--- config.mk ---
export PLATFORM = sky130hd
export DESIGN_NAME = nn_job_sequencer
export DESIGN_NICKNAME = d
export VERILOG_FILES = /design/src/rtl/nn_job_sequencer.sv
export SDC_FILE = /design/constraint.sdc
export NUM_CORES = 1
export LEC_CHECK = 0
export CELL_PAD_IN_SITES_DETAIL_PLACEMENT = 1
export CELL_PAD_IN_SITES_GLOBAL_PLACEMENT = 1
export CORE_ASPECT_RATIO = 0.7
export CORE_MARGIN = 2
export CORE_UTILIZATION = 46
export DETAILED_ROUTE_END_ITERATION = 12
export PLACE_DENSITY = 0.85
export SETUP_SLACK_MARGIN = 0.4
export SYNTH_ARGS = -nofsm -noshare
export SYNTH_HDL_FRONTEND = slang
export SYNTH_SLANG_ARGS = --single-unit
--- constraint.sdc ---
create_clock -name clk -period 3.1 [get_ports clk]
set_input_delay 0.62 -clock clk [delete_from_list [all_inputs] [get_ports clk]]
set_output_delay 0.62 -clock clk [all_outputs]
set_load 0.02 [all_outputs]
--- src/rtl/nn_job_sequencer.sv ---
// Issues queued inference jobs to nn_accelerator_top: FIFO of operand sets,
// start/done handshake with timeout, and a held valid/ready result slot.
`timescale 1ns/1ps
module nn_job_sequencer #(
  parameter int DATA_W  = 8,
  parameter int BIAS_W  = 32,
  parameter int SCALE_W = 16,
  parameter int DEPTH   = 4,
  parameter int TIMEOUT = 1024
) (
  input  logic                     clk,
  input  logic                     rst,
  input  logic                     job_valid,
  output logic                     job_ready,
  input  logic [DATA_W-1:0]        job_act,
  input  logic [DATA_W-1:0]        job_wt,
  input  logic [BIAS_W-1:0]        job_bias,
  input  logic [SCALE_W-1:0]       job_scale,
  output logic                     acc_start,
  output logic [DATA_W-1:0]        acc_act,
  output logic [DATA_W-1:0]        acc_wt,
  output logic [BIAS_W-1:0]        acc_bias,
  output logic [SCALE_W-1:0]       acc_scale,
  input  logic [DATA_W-1:0]        acc_out,
  input  logic                     acc_done,
  output logic                     res_valid,
  input  logic                     res_ready,
  output logic [DATA_W-1:0]        res_data,
  output logic                     res_err,
  output logic                     busy,
  output logic [$clog2(DEPTH):0]   job_count,
  output logic [15:0]              jobs_done
);

  localparam int AW = $clog2(DEPTH);
  localparam int CW = AW + 1;
  localparam int TW = $clog2(TIMEOUT);
  localparam int JW = 2*DATA_W + BIAS_W + SCALE_W;
  localparam logic [TW-1:0] TIMER_LAST = TW'(TIMEOUT - 1);

  typedef enum logic [1:0] {
    IDLE  = 2'd0,
    ISSUE = 2'd1,
    WAIT  = 2'd2
  } state_t;

  state_t          state, state_nxt;
  logic [JW-1:0]   mem [DEPTH];
  logic [AW-1:0]   wr_ptr, rd_ptr;
  logic [TW-1:0]   timer;
  logic            push, pop;
  logic            capture, cap_err;
  logic            timer_clr, timer_inc;

  // Ready depends only on occupancy, so a full FIFO refuses a push even while popping.
  assign job_ready = (job_count != CW'(DEPTH));
  assign push      = job_valid && job_ready;
  assign acc_start = (state == ISSUE);
  assign busy      = (state != IDLE);

  always_ff @(posedge clk) begin
    if (push) begin
      mem[wr_ptr] <= {job_act, job_wt, job_bias, job_scale};
    end
  end

  always_ff @(posedge clk) begin
    if (rst) begin
      wr_ptr    <= '0;
      rd_ptr    <= '0;
      job_count <= '0;
    end else begin
      if (push) wr_ptr <= wr_ptr + AW'(1);
      if (pop)  rd_ptr <= rd_ptr + AW'(1);
      job_count <= job_count + CW'(push) - CW'(pop);
    end
  end

  always_ff @(posedge clk) begin
    if (rst) begin
      state <= IDLE;
    end else begin
      state <= state_nxt;
    end
  end

  // acc_done is only meaningful in WAIT; IDLE and ISSUE never look at it.
  always_comb begin
    state_nxt = state;
    pop       = 1'b0;
    capture   = 1'b0;
    cap_err   = 1'b0;
    timer_clr = 1'b0;
    timer_inc = 1'b0;
    unique case (state)
      IDLE: begin
        if ((job_count != '0) && (!res_valid || res_ready)) begin
          pop       = 1'b1;
          state_nxt = ISSUE;
        end
      end
      ISSUE: begin
        timer_clr = 1'b1;
        state_nxt = WAIT;
      end
      WAIT: begin
        if (acc_done) begin
          capture   = 1'b1;
          state_nxt = IDLE;
        end else if (timer == TIMER_LAST) begin
          capture   = 1'b1;
          cap_err   = 1'b1;
          state_nxt = IDLE;
        end else begin
          timer_inc = 1'b1;
        end
      end
      default: state_nxt = IDLE;
    endcase
  end

  always_ff @(posedge clk) begin
    if (rst) begin
      timer <= '0;
    end else if (timer_clr) begin
      timer <= '0;
    end else if (timer_inc) begin
      timer <= timer + TW'(1);
    end
  end

  // Operands stay put from ISSUE until the next pop.
  always_ff @(posedge clk) begin
    if (rst) begin
      acc_act   <= '0;
      acc_wt    <= '0;
      acc_bias  <= '0;
      acc_scale <= '0;
    end else if (pop) begin
      {acc_act, acc_wt, acc_bias, acc_scale} <= mem[rd_ptr];
    end
  end

  // A capture in the same cycle as a consumer handshake keeps the slot full.
  always_ff @(posedge clk) begin
    if (rst) begin
      res_valid <= 1'b0;
      res_data  <= '0;
      res_err   <= 1'b0;
      jobs_done <= '0;
    end else if (capture) begin
      res_valid <= 1'b1;
      res_data  <= cap_err ? '0 : acc_out;
      res_err   <= cap_err;
      jobs_done <= jobs_done + 16'd1;
    end else if (res_valid && res_ready) begin
      res_valid <= 1'b0;
    end
  end

endmodule
==> reports/results.ini <==
[finish]
fillCellCount=2675
finalNonFillerCells=1433
fin_nets=1110
areaGrowthSynthToFinish_pct=25.8
final_common_cell=edfxtp_1
final_cell_mix=edfxtp_1, clkdlybuf4s50_1, nand2_1, dfxtp_1, a21oi_1
drive_above_1_share=0.142

[clocking]
clock_path_buffers=3
cts_root_buffer=clkbuf_16
clkSlewWorstSetupHoldPaths_ps=60
htreeDepth=2
cts_sinks=365
cts_tree=built
cts_buffers=37
clkLatencyLatePin_ps=520

[sta]
fin_tns_setup_ps=0
min_period_ps=2550
setup_viol=0
worst_pin_slew_ps=928
period_share=0.821
rsz0062_at_grt=no
max_freq_mhz=393
slew_viol_final=0
hold_viol=0
maxSlewHeadroom=0.381
skew_ps=23.9

[worst_setup_path]
cpMaxStageDelayCell=clkdlybuf4s50_1
startpoint_type=flop
crit_chain=nor2b_1 > clkdlybuf4s50_1
path_class=flop to output pin
r2r_cells=11
crit_required_ps=2480
cp.arrival_ps=1930
crit_path_max_fanout=5
critPathMaxStageDelay_ps=700
worstSetupEndpointType=output pin

[synthesis]
postSynthAreaPerCell_um2=16.0
ys_warn_count=0
ys_seq_elements=365
syn_area_um2=13500
ys_async_sr_fraction=0
yosysSeqAreaShare=0.732
synth-main-ff-cell=edfxtp_1
netlist_instances=843
ys_types=45
synth_nets=929
synth_edf_count=256

[drt]
dr.pass1.iters=5
drt-total-wl_um=32700
drtIter0Drc=535
vias=7995
antenna_left=0
viasPerCell=5.58
post-route-drc-count=0
wl_per_cell_um=22.8

[run]
cap_violations=0

[hold_path]
hp-class=flop to flop
whs_path_depth=2

[die]
die_w_um=209
dieArea_um2=30700
num_io_pins=173
die_h_um=147
rows=52
floorplan.initialDensity=0.467
core_um2=28900

[pwr]
power.total_uw=15200
pwr_density_cell_nw_per_um2=893
p_leak_uw=0.00555
max-vdd-ir-drop_v=0.000670

[place]
dpl.hpwl_um=19900
place.port_buffers=172
gp_congestion=0.770
dp_cells=1363

[grt]
antenna_found_initial=3
overflow=0
gr-usage-all-layers=0.219
grt_pass1_vias=8728
grt_pass1_wl_um=51500
grt_max_degree=66

[outcome]
status=completed

==> per-stage QoR <==
step / hold slack [ps] / setup slack, ps / util / instance area [µm²]
5_1_grt: 483 / 421 / 0.587 / 17000
2_1_floorplan: 467 / 567 / - / 13500
3_5_place_dp: 452 / 224 / 0.544 / 15700
3_3_place_gp: 441 / 285 / 0.544 / 15700
6_report: 455 / 554 / 0.587 / 17000
4_1_cts: 459 / 488 / 0.587 / 17000
==> metal layers <==
metal,wire length (µm),global-route usage,vias up
li1,-,-,3580
met1,14200,0.292,4154
met2,16200,0.372,217
met3,1760,0.0430,42
met4,484,0.0529,2
met5,13,0,-
==> state kept, by name (all words and copies together) (netlist names) <==
name	cells
acc_scale	16
state	2
timer	10
acc_act	8
jobs_done	16
acc_wt	8
res_err	1
rd_ptr	2
res_data	8
job_count	3
res_valid	1
wr_ptr	2
acc_bias	32
mem	256
==> power breakdown <==
group	total [µW]	internal (µW)	switching, µW
Clock	4540	2730	1810
Combinational	4120	1800	2330
Sequential	6490	6020	476
Total	15200	10500	4610
==> worst paths after layout <==
path / startpoint / to / slack, ps
worst max-delay path: state[0] / acc_start / 550
worst min-delay path: acc_wt[2] / acc_wt[2] / 460
worst max register to register: job_count[2] / job_count[2] / 610
worst min register to register: acc_wt[2] / acc_wt[2] / 460
==> layout make-up <==
type,instances,area [µm²],area share
sequential,365,9880,0.582
multi-input combinational,421,3390,0.200
timing repair buffer,189,1930,0.114
clock buffer,50,1060,0.0623
tap,378,473,0.0279
clock inverter,18,183,0.0108
inverter,10,37.5,0.00221
antenna,2,5.00,0.000295
==> critical path: cells and delay by family (launching register included) <==
kind / cells / cell delay (ps)
buffers and inverters: 1 / 700
flip-flops: 1 / 410
AND/OR/NAND/NOR: 1 / 310
==> what timing repair did <==
item,in CTS,in global routing
resized for setup,0,1
endpoints found under the setup margin,0,1
hold buffers,0,0
setup buffers,0,0
==> synth_stat cells, types with 2 or more instances <==
master,instances,area share
buf_1,4,0.0011
xor2_1,8,0.0052
buf_4,3,0.0017
mux4_2,64,0.11
buf_2,15,0.0056
nor2b_1,2,0.00093
nand3_1,11,0.0041
nor2_1,23,0.0064
or4_1,10,0.0056
o2111ai_1,3,0.0020
and3_1,6,0.0028
nand4_1,5,0.0023
a22oi_1,8,0.0045
nand2_1,136,0.038
o21ai_0,7,0.0026
and2_1,2,0.00093
inv_1,10,0.0028
clkbuf_1,24,0.0067
mux2i_1,2,0.0015
xnor2_1,3,0.0020
o31ai_1,10,0.0056
a21oi_1,84,0.031
dfxtp_1,109,0.16
or3_1,8,0.0037
and4_1,4,0.0026
edfxtp_1,256,0.57
ha_1,8,0.0074
==> cell families (layout without fill, tap and decap cells) <==
family          Yosys count  after routing  synth area share
buf+inv                  57            267            0.0187
simple gates            217            217            0.0732
fa+ha+maj                 9              9           0.00891
flops                   365            365             0.732
xor+xnor                 11             11           0.00715
mux                      66             66             0.108
other cells               0              2                 0
compound gates          118            118            0.0513
Power figures use the tool's default switching activity.
